--- src/rtl/alu_pkg.sv ---
// rtl/alu_pkg.sv - opcodes, flag bit positions and FSM states for alu_flag_gen
package alu_pkg;

    localparam logic [3:0] OP_ADD   = 4'h0;
    localparam logic [3:0] OP_ADC   = 4'h1;
    localparam logic [3:0] OP_SUB   = 4'h2;
    localparam logic [3:0] OP_SBB   = 4'h3;
    localparam logic [3:0] OP_AND   = 4'h4;
    localparam logic [3:0] OP_OR    = 4'h5;
    localparam logic [3:0] OP_XOR   = 4'h6;
    localparam logic [3:0] OP_NOT   = 4'h7;
    localparam logic [3:0] OP_SHL   = 4'h8;
    localparam logic [3:0] OP_SHR   = 4'h9;
    localparam logic [3:0] OP_ROL   = 4'hA;
    localparam logic [3:0] OP_ROR   = 4'hB;
    localparam logic [3:0] OP_INC   = 4'hC;
    localparam logic [3:0] OP_DEC   = 4'hD;
    localparam logic [3:0] OP_MUL   = 4'hE;
    localparam logic [3:0] OP_PASSB = 4'hF;

    localparam int FLG_C = 0;
    localparam int FLG_Z = 1;
    localparam int FLG_S = 2;
    localparam int FLG_V = 3;
    localparam int FLG_P = 4;
    localparam int FLG_H = 5;

    typedef enum logic {
        ST_IDLE = 1'b0,
        ST_MUL  = 1'b1
    } state_e;

endpackage

--- src/rtl/alu_mul_iter.sv ---
// rtl/alu_mul_iter.sv - W-cycle shift-add multiplier; done_o pulses when product_o is final
module alu_mul_iter #(
    parameter int W = 8
) (
    input  logic           clk_i,
    input  logic           reset_i,
    input  logic           start_i,
    input  logic [W-1:0]   a_i,
    input  logic [W-1:0]   b_i,
    output logic           done_o,
    output logic [2*W-1:0] product_o
);

    localparam int CW = $clog2(W + 1);

    logic [2*W-1:0] acc_q, acc_d;
    logic [2*W-1:0] mcand_q, mcand_d;
    logic [W-1:0]   mplier_q, mplier_d;
    logic [CW-1:0]  cnt_q, cnt_d;
    logic           busy_q, busy_d;
    logic           done_q, done_d;

    always_comb begin
        acc_d    = acc_q;
        mcand_d  = mcand_q;
        mplier_d = mplier_q;
        cnt_d    = cnt_q;
        busy_d   = busy_q;
        done_d   = 1'b0;
        if (start_i && !busy_q) begin
            // The start edge already performs iteration 0 from the raw operands.
            acc_d    = b_i[0] ? {{W{1'b0}}, a_i} : '0;
            mcand_d  = {{(W-1){1'b0}}, a_i, 1'b0};
            mplier_d = b_i >> 1;
            cnt_d    = CW'(W - 1);
            busy_d   = 1'b1;
        end else if (busy_q) begin
            if (mplier_q[0]) begin
                acc_d = acc_q + mcand_q;
            end
            mcand_d  = mcand_q << 1;
            mplier_d = mplier_q >> 1;
            cnt_d    = cnt_q - CW'(1);
            if (cnt_q == CW'(1)) begin
                busy_d = 1'b0;
                done_d = 1'b1;
            end
        end
    end

    always_ff @(posedge clk_i) begin
        if (reset_i) begin
            acc_q    <= '0;
            mcand_q  <= '0;
            mplier_q <= '0;
            cnt_q    <= '0;
            busy_q   <= 1'b0;
            done_q   <= 1'b0;
        end else begin
            acc_q    <= acc_d;
            mcand_q  <= mcand_d;
            mplier_q <= mplier_d;
            cnt_q    <= cnt_d;
            busy_q   <= busy_d;
            done_q   <= done_d;
        end
    end

    assign done_o    = done_q;
    assign product_o = acc_q;

endmodule

--- src/rtl/alu_flag_gen.sv ---
// rtl/alu_flag_gen.sv - ALU stage producing Result and {2'b00,H,P,V,S,Z,C}; ALU_MUL_EN adds iterative MUL
module alu_flag_gen
    import alu_pkg::*;
#(
    parameter int W = 8
) (
    input  logic         Clk,
    input  logic         Reset,
    input  logic         Start,
    input  logic [3:0]   Op,
    input  logic [W-1:0] A,
    input  logic [W-1:0] B,
    input  logic         Cin,
    output logic         Busy,
    output logic         Done,
    output logic [W-1:0] Result,
    output logic [7:0]   Flags
);

    function automatic logic [7:0] mk_flags(input logic [W-1:0] r, input logic c,
                                            input logic v, input logic h);
        logic [7:0] f;
        f        = '0;
        f[FLG_C] = c;
        f[FLG_Z] = (r == '0);
        f[FLG_S] = r[W-1];
        f[FLG_V] = v;
        f[FLG_P] = ~^r;
        f[FLG_H] = h;
        return f;
    endfunction

    logic [W-1:0] result_q, result_d;
    logic [7:0]   flags_q, flags_d;
    logic         done_q, done_d;

    logic [W-1:0] alu_res;
    logic [7:0]   alu_flags;
    logic [W-1:0] ar_b;
    logic         ar_ci, ar_sub, ar_c, ar_v, ar_h, illegal;
    logic [W:0]   ar_wide;
    logic [4:0]   ar_nib;

    always_comb begin
        ar_b    = B;
        ar_ci   = 1'b0;
        ar_sub  = (Op == OP_SUB) || (Op == OP_SBB) || (Op == OP_DEC);
        illegal = 1'b0;
        if (Op == OP_ADC || Op == OP_SBB) ar_ci = Cin;
        if (Op == OP_INC || Op == OP_DEC) ar_b  = W'(1);

        if (ar_sub) begin
            ar_wide = {1'b0, A} - {1'b0, ar_b} - {{W{1'b0}}, ar_ci};
            ar_nib  = {1'b0, A[3:0]} - {1'b0, ar_b[3:0]} - {4'b0, ar_ci};
            ar_v    = (A[W-1] != ar_b[W-1]) && (ar_wide[W-1] != A[W-1]);
        end else begin
            ar_wide = {1'b0, A} + {1'b0, ar_b} + {{W{1'b0}}, ar_ci};
            ar_nib  = {1'b0, A[3:0]} + {1'b0, ar_b[3:0]} + {4'b0, ar_ci};
            ar_v    = (A[W-1] == ar_b[W-1]) && (ar_wide[W-1] != A[W-1]);
        end
        ar_h = ar_nib[4];
        ar_c = ar_wide[W];

        alu_res = '0;
        case (Op)
            OP_ADD, OP_ADC, OP_SUB, OP_SBB: alu_res = ar_wide[W-1:0];
            OP_INC, OP_DEC: begin
                alu_res = ar_wide[W-1:0];
                ar_c    = Cin;
            end
            OP_AND:   alu_res = A & B;
            OP_OR:    alu_res = A | B;
            OP_XOR:   alu_res = A ^ B;
            OP_NOT:   alu_res = ~A;
            OP_SHL: begin alu_res = {A[W-2:0], 1'b0};   ar_c = A[W-1]; end
            OP_SHR: begin alu_res = {1'b0, A[W-1:1]};   ar_c = A[0];   end
            OP_ROL: begin alu_res = {A[W-2:0], A[W-1]}; ar_c = A[W-1]; end
            OP_ROR: begin alu_res = {A[0], A[W-1:1]};   ar_c = A[0];   end
            OP_PASSB: alu_res = B;
            default:  illegal = 1'b1;
        endcase

        case (Op)
            OP_ADD, OP_ADC, OP_SUB, OP_SBB, OP_INC, OP_DEC:
                alu_flags = mk_flags(alu_res, ar_c, ar_v, ar_h);
            OP_SHL, OP_SHR, OP_ROL, OP_ROR:
                alu_flags = mk_flags(alu_res, ar_c, 1'b0, 1'b0);
            default:
                alu_flags = mk_flags(alu_res, 1'b0, 1'b0, 1'b0);
        endcase
        // An unbuilt or unknown opcode reports all-zero flags, not Z.
        if (illegal) alu_flags = '0;
    end

`ifdef ALU_MUL_EN
    state_e         state_q, state_d;
    logic           mul_start, mul_done, mul_hi_nz;
    logic [2*W-1:0] mul_prod;

    alu_mul_iter #(.W(W)) u_mul (
        .clk_i     (Clk),
        .reset_i   (Reset),
        .start_i   (mul_start),
        .a_i       (A),
        .b_i       (B),
        .done_o    (mul_done),
        .product_o (mul_prod)
    );

    assign mul_hi_nz = |mul_prod[2*W-1:W];

    always_comb begin
        state_d   = state_q;
        result_d  = result_q;
        flags_d   = flags_q;
        done_d    = 1'b0;
        mul_start = 1'b0;
        case (state_q)
            ST_IDLE: begin
                if (Start) begin
                    if (Op == OP_MUL) begin
                        state_d   = ST_MUL;
                        mul_start = 1'b1;
                    end else begin
                        result_d = alu_res;
                        flags_d  = alu_flags;
                        done_d   = 1'b1;
                    end
                end
            end
            ST_MUL: begin
                if (mul_done) begin
                    result_d = mul_prod[W-1:0];
                    flags_d  = mk_flags(mul_prod[W-1:0], mul_hi_nz, mul_hi_nz, 1'b0);
                    done_d   = 1'b1;
                    state_d  = ST_IDLE;
                end
            end
            default: state_d = ST_IDLE;
        endcase
    end

    always_ff @(posedge Clk) begin
        if (Reset) state_q <= ST_IDLE;
        else       state_q <= state_d;
    end

    assign Busy = (state_q == ST_MUL);
`else
    always_comb begin
        result_d = result_q;
        flags_d  = flags_q;
        done_d   = 1'b0;
        if (Start) begin
            result_d = alu_res;
            flags_d  = alu_flags;
            done_d   = 1'b1;
        end
    end

    assign Busy = 1'b0;
`endif

    always_ff @(posedge Clk) begin
        if (Reset) begin
            result_q <= '0;
            flags_q  <= '0;
            done_q   <= 1'b0;
        end else begin
            result_q <= result_d;
            flags_q  <= flags_d;
            done_q   <= done_d;
        end
    end

    assign Done   = done_q;
    assign Result = result_q;
    assign Flags  = flags_q;

endmodule

--- config.mk ---
export PLATFORM = sky130hd
export DESIGN_NAME = alu_flag_gen
export DESIGN_NICKNAME = d
export VERILOG_FILES = /design/src/rtl/alu_pkg.sv /design/src/rtl/alu_mul_iter.sv /design/src/rtl/alu_flag_gen.sv
export SDC_FILE = /design/constraint.sdc
export NUM_CORES = 1
export LEC_CHECK = 0
export ABC_AREA = 0
export CAP_MARGIN = 0
export CELL_PAD_IN_SITES_DETAIL_PLACEMENT = 1
export CELL_PAD_IN_SITES_GLOBAL_PLACEMENT = 2
export CORE_MARGIN = 1.5
export CORE_UTILIZATION = 35
export DETAILED_ROUTE_END_ITERATION = 8
export PLACE_DENSITY = 0.87
export SLEW_MARGIN = 10
export SYNTH_ARGS = -nofsm -noshare
export SYNTH_HDL_FRONTEND = slang
export SYNTH_SLANG_ARGS = --single-unit
--- constraint.sdc ---
create_clock -name Clk -period 7.81 [get_ports Clk]
set_input_delay 1.562 -clock Clk [delete_from_list [all_inputs] [get_ports Clk]]
set_output_delay 1.562 -clock Clk [all_outputs]
set_load 0.01 [all_outputs]
==> results of run 1 <==
## synth_stat cells (3+ instances only)
cell,number
nand3_1,9
a221oi_1,5
a22oi_1,3
dfxtp_1,15
buf_2,5
nor2_1,25
buf_4,8
o22a_1,4
nand4_1,5
or3b_2,3
xnor2_1,7
nand2b_1,9
fa_1,4
clkbuf_1,3
o211ai_1,4
a21o_1,4
nor2b_1,9
inv_1,35
nand2_1,19
buf_6,3
o21a_1,4
mux2i_1,11
nand3b_1,7
o21ai_0,15
a21oi_1,22
o221ai_1,4
a211oi_1,9
a31oi_1,4
and3b_1,5
ha_1,41
nor3_1,4
## state kept, by name, indices dropped and copies added (netlist names)
register  count
Result        8
Done          1
Flags         6
## cells by family after synthesis
kind of cell | after synthesis
compound gates | 107
xor+xnor | 8
fa+ha+maj | 45
buf+inv | 55
flops | 15
mux | 12
other cells | 1
simple gates | 113
## per-stage QoR
stage	total power [mW]	area [um^2]
after floorplan	0.254	2790
after global placement	0.326	3180
after detailed placement	0.333	3180
after CTS	0.399	3230
after global routing	0.430	3230
final	0.397	3230
## power by group
| part | switching, mW | internal [mW] |
|---|---|---|
| sequential | 0.00437 | 0.0851 |
| combinational | 0.136 | 0.108 |
| clock | 0.0280 | 0.0362 |
| total | 0.168 | 0.229 |
## per-layer routing
metal  up-vias  part of all wire (%)
met5         -                     0
met4         0                   2.6
met3        15                   2.9
met2        47                    48
met1      1396                    47
li1       1358                     -
## worst max-delay path by stage
stage / slack [ns] / endpoint / cells after the start
6_report: 2.03 / Flags[4] / 15
5_1_grt: 1.66 / Flags[4] / 15
4_1_cts: 2.03 / Flags[4] / 15
3_5_place_dp: 1.77 / Flags[4] / 15
3_3_place_gp: 1.99 / Flags[4] / 15
2_1_floorplan: 3.10 / Flags[4] / 16
## final cells by class
class / count / area (um^2)
inverter: 35 / 131
clock buffer: 4 / 45.0
fill: 948 / 4500
tap: 102 / 128
sequential: 15 / 300
timing repair buffer: 40 / 395
multi-input combinational: 288 / 2230
## critical path: cells and delay by family
family	cells	cell delay, ns
adder cells (fa/ha/maj)	3	1.01
XOR/XNOR	2	0.32
buffers and inverters	2	1.08
AO/OA/AOI/OAI	5	1.23
AND/OR/NAND/NOR	3	0.71
==> flow_summary.json, run 1 <==
{
  "start_util_pct": 36.1,
  "syn_area_per_cell_um2": 7.83,
  "worst_pin_slew_ns": 0.813,
  "place_ws_ns": 1.77,
  "r2r_cells": 3,
  "grt_antenna_before_repair": 0,
  "grt_busiest_layer": "met2",
  "fin_crit_sh_pct": 74.0,
  "num_vias": 2816,
  "outcome": "finished, final reports clean",
  "synth_fa_ha_area_share_pct": 21.3,
  "dr.pass1.iters": 4,
  "drv_cap": 0,
  "tns_ns": 0,
  "synth-simple-area-share_pct": 23.2,
  "hold_ws_ns": 0.465,
  "grt_util_met3_pct": 2.90,
  "dieArea_mm2": 0.00851,
  "synth_edf_count": 0,
  "postLayoutCoreUtil_pct": 41.8,
  "critPathLaunch": "Op[2]",
  "cts_sinks": 15,
  "dr.first_iter.drc_count": 140,
  "cp_data_required_time_ns": 7.95,
  "synth_compound_area_share_pct": 28.2,
  "hold_violations": 0,
  "min-delay-start": "Flags[4]",
  "timing.hold.worst_path_depth": 2,
  "clock_path_buffers": 2,
  "root_buffer": "clkbuf_8",
  "layout.nets": 452,
  "routed_wl_mm": 8.88,
  "period_needed_ns": 5.78,
  "critPathMaxFanout": 27,
  "grt_pass1_wl_mm": 14.8,
  "fmax_mhz": 173,
  "post_cts_buffers": 0,
  "fp.dieW_um": 92.2,
  "drc": 0,
  "ys_seq_area_share_pct": 10.8,
  "grtUsageMet1_pct": 28.6,
  "yosysTopAreaCell": "ha_1",
  "antennaDiodeCount": 0,
  "layoutNonFillerInstCount": 484,
  "post-dp-hpwl_mm": 7.20,
  "htreeDepth": 1,
  "hold_end": "Flags[4]",
  "skew_ns": 0,
  "syn_inst": 356,
  "power_density_mw_per_mm2": 123,
  "mostFrequentLayoutCell": "ha_1",
  "rr_startpoint": "Flags[0]",
  "synth_top_flop_cell": "dfxtp_1",
  "wire_per_inst_um": 18.4,
  "crit_type": "in2reg",
  "grt_pass1_vias": 2912,
  "reg2reg_slack_ns": 6.80,
  "syn_area_mm2": 0.00279,
  "yosys_warnings": 0,
  "p_leak_nw": 1.39,
  "slowest_stage": "clkdlybuf4s50_1",
  "hold_buffers": 0,
  "yosys-top-cells-area": "ha_1, dfxtp_1, inv_1",
  "routabilityCongestion": 0.878,
  "critPathMostFrequentCell": "ha_1",
  "synth_top_family_by_area": "compound AO/OA/AOI/OAI gates",
  "viasPerCell": 5.82,
  "maxSlewHeadroom_pct": 45.6,
  "die_y_um": 92.2,
  "met2_usage_pct": 37.6,
  "io_pins": 42,
  "overflow": 0,
  "slew_viol_final": 0,
  "synth_xor_area_share_pct": 2.51,
  "crit_path_cell_trace": "clkdlybuf4s50_1 -> and3b_1 -> nor2_1 -> ha_1 -> inv_1 -> ha_1 -> o21ai_0 -> nor2_1 -> a221oi_1 -> a21oi_1 -> a211oi_1 -> ha_1 -> xor2_1 -> xnor2_1 -> o21ai_0",
  "synth.ff_latch_count": 15,
  "cts_buffers": 3,
  "grt_max_degree": 34,
  "synth_top_area_share_pct": 18.4,
  "grt_setup_unrepaired": "no",
  "yosysUniqueCellTypes": 69,
  "path_clk_slew_ns": 0.06,
  "reg2reg_to": "Flags[0]",
  "vdd_drop_max_uv": 62.7,
  "setup_violations": 0,
  "post_cts_resized": 0,
  "hold_path.class": "reg2reg",
  "area_growth_pct": 15.9,
  "worstSkewPairLatency_ns": 0.25,
  "drive_gt1_share_pct": 4.19,
  "mostFrequentLayoutCells": "ha_1, clkdlybuf4s50_1, inv_1",
  "grt_util_all_layers_pct": 21.8,
  "fin_ws_ns": 2.03,
  "ant_nets": 0,
  "core_area_mm2": 0.00773,
  "postSynth.asyncResetShare_pct": 0,
  "numPortBuffers": 38,
  "crit_path_start_kind": "primary input",
  "cts_tree": "done",
  "arrival_ns": 5.92,
  "placed_cells": 480,
  "muxShareOfSynthArea_pct": 4.36,
  "placementRows": 32,
  "crit_path_max_incr_delay_ns": 0.99,
  "worst_setup_path_end_kind": "register"
}
(Power assumes the default switching activity.)
==> run 2, diff against run 1 <==
- CORE_UTILIZATION: 35 -> 29
- PLACE_DENSITY: 0.87 -> 0.77
- clock period: 7.81 -> 5.1 ns (I/O delays scaled with it)
==> run 2 against run 1 <==
Net effect:
- global-route usage fell by 2.9 points
- worst setup slack got worse by 1.5 ns
- cell count rose by 7.4%
- first-iteration DRC count fell by 50%
- total power rose by 55%
- count of clock-buffer cells in the layout did not move
- largest power group unchanged
- die area rose by 20%
- combinational power rose by 56%
- hold slack got worse by 0.0058 ns
- via count did not move
- clock power rose by 52%
==> flow_summary.json, run 2 (synthesized netlist as in run 1, its figures left out) <==
{
  "outcome": "finished, final reports clean",
  "grt_pass1_vias": 2900,
  "p_leak_nw": 1.43,
  "routed_wl_mm": 9.29,
  "pwr-share-comb_pct": 61.7,
  "power_switching_uw": 257,
  "crit_type": "in2reg",
  "overflow": 0,
  "clock_path_buffers": 2,
  "antennaDiodeCount": 0,
  "ant_nets": 0,
  "routabilityCongestion": 0.854,
  "arrival_ns": 4.73,
  "vdd_drop_max_uv": 61.0,
  "cp_data_required_time_ns": 5.24,
  "post_cts_resized": 0,
  "setup_violations": 0,
  "drive_gt1_share_pct": 6.39,
  "maxSlewHeadroom_pct": 45.1,
  "mostFrequentLayoutCell": "ha_1",
  "cts_sinks": 15,
  "grt_pass1_wl_mm": 15.2,
  "period_needed_ns": 4.59,
  "post-dp-hpwl_mm": 7.75,
  "hold_path.class": "reg2reg",
  "path_clk_slew_ns": 0.06,
  "die_y_um": 101,
  "power.internal_uw": 357,
  "crit_path_cell_trace": "clkdlybuf4s50_1 -> buf_4 -> nand3b_1 -> nand2_1 -> fa_1 -> inv_1 -> fa_1 -> nand2b_1 -> a2111o_1 -> nand3_1 -> or3b_1 -> a31oi_1 -> ha_1 -> xor2_1 -> xnor2_1 -> o21ai_0",
  "mostFrequentLayoutCells": "ha_1, clkdlybuf4s50_1, inv_1",
  "viasPerCell": 5.42,
  "crit_path_start_kind": "primary input",
  "hold_violations": 0,
  "htreeDepth": 1,
  "multi_input_area_mm2": 0.00223,
  "layoutNonFillerInstCount": 520,
  "core_area_mm2": 0.00928,
  "grt_util_all_layers_pct": 18.9,
  "layout.nets": 461,
  "grt_max_degree": 33,
  "regArea_um2": 300,
  "largest_reg_flops": 8,
  "start_util_pct": 30.0,
  "io_pins": 42,
  "num_vias": 2816,
  "numPortBuffers": 38,
  "worst_pin_slew_ns": 0.815,
  "power_frac_seq_pct": 22.4,
  "clkPwrFrac_pct": 15.9,
  "fp.dieW_um": 101,
  "post_cts_buffers": 0,
  "root_buffer": "clkbuf_8",
  "dr.pass1.iters": 4,
  "fin_crit_sh_pct": 90.0,
  "critPathMostFrequentCell": "fa_1",
  "hold_buffers": 0,
  "placementRows": 35,
  "slew_viol_final": 0,
  "r2r_cells": 3,
  "timing.hold.worst_path_depth": 2,
  "area_growth_pct": 19.5,
  "skew_ns": 0,
  "crit_path_max_incr_delay_ns": 0.56,
  "dr.first_iter.drc_count": 70,
  "nFillCells": 1169,
  "wire_per_inst_um": 17.9,
  "placed_cells": 516,
  "drc": 0,
  "grt_setup_unrepaired": "no",
  "switching_share_pct": 41.9,
  "cts_buffers": 3,
  "fmax_mhz": 218,
  "tns_ns": 0,
  "slowest_stage": "clkdlybuf4s50_1",
  "power_density_mw_per_mm2": 184,
  "critPathMaxFanout": 13,
  "grt_antenna_before_repair": 0,
  "cts_tree": "done",
  "dieArea_mm2": 0.0102,
  "worstSkewPairLatency_ns": 0.24,
  "worst_setup_path_end_kind": "register",
  "drv_cap": 0
}
==> run 2: changes by cell type in the layout (fill, tap and decap cells not counted) <==
cell   delta
buf_4     +9
==> run 2: final timing paths <==
check | start | to | slack (ns)
worst max register to register | Flags[0] | Flags[0] | 4.10
worst max-delay path | Op[2] | Flags[4] | 0.51
worst min register to register | Flags[2] | Flags[2] | 0.46
worst min-delay path | Flags[2] | Flags[2] | 0.46
==> run 2: critical path, delay by kind of cell <==
kind	cells	cell delay [ns]
AND/OR/NAND/NOR	5	0.96
AO/OA/AOI/OAI	3	0.73
XOR/XNOR	2	0.31
adder cells (fa/ha/maj)	3	0.85
buffers and inverters	3	0.84
==> run 2: metrics by stage <==
| step | hold slack (ns) | instance area, um^2 | utilization (%) | power, mW | worst slack [ns] |
|---|---|---|---|---|---|
| floorplan | 0.483 | 2790 | - | 0.389 | 0.934 |
| global placement | 0.445 | 3280 | 35.4 | 0.513 | 0.296 |
| detailed placement | 0.455 | 3280 | 35.4 | 0.519 | 0.270 |
| CTS | 0.471 | 3330 | 35.9 | 0.619 | 0.516 |
| global route | 0.495 | 3330 | 35.9 | 0.664 | 0.234 |
| finish | 0.459 | 3330 | 35.9 | 0.614 | 0.509 |
==> run 2: layer usage <==
| layer | vias up | part of all wire [%] | track usage [%] |
|---|---|---|---|
| li1 | 1381 | - | - |
| met5 | - | 0 | 0 |
| met2 | 44 | 48 | 33.9 |
| met1 | 1378 | 48 | 24.7 |
| met4 | 0 | 1.9 | 4.91 |
| met3 | 13 | 2.5 | 0.763 |
==> run 2: power groups by stage <==
stage	sequential (mW)	combinational, mW	clock [mW]
floorplan	0.146	0.244	0
global placement	0.140	0.374	0
detailed placement	0.140	0.379	0
CTS	0.137	0.381	0.0999
global route	0.139	0.419	0.106
finish	0.137	0.379	0.0975
==> run 2: area by class of cell <==
type                            instances  share of cell area [%]
Multi-Input combinational cell        288                    66.9
Tap cell                              129                    4.85
Sequential cell                        15                    9.02
Clock buffer                            4                    1.35
Inverter                               35                    3.95
Timing Repair Buffer                   49                    13.9
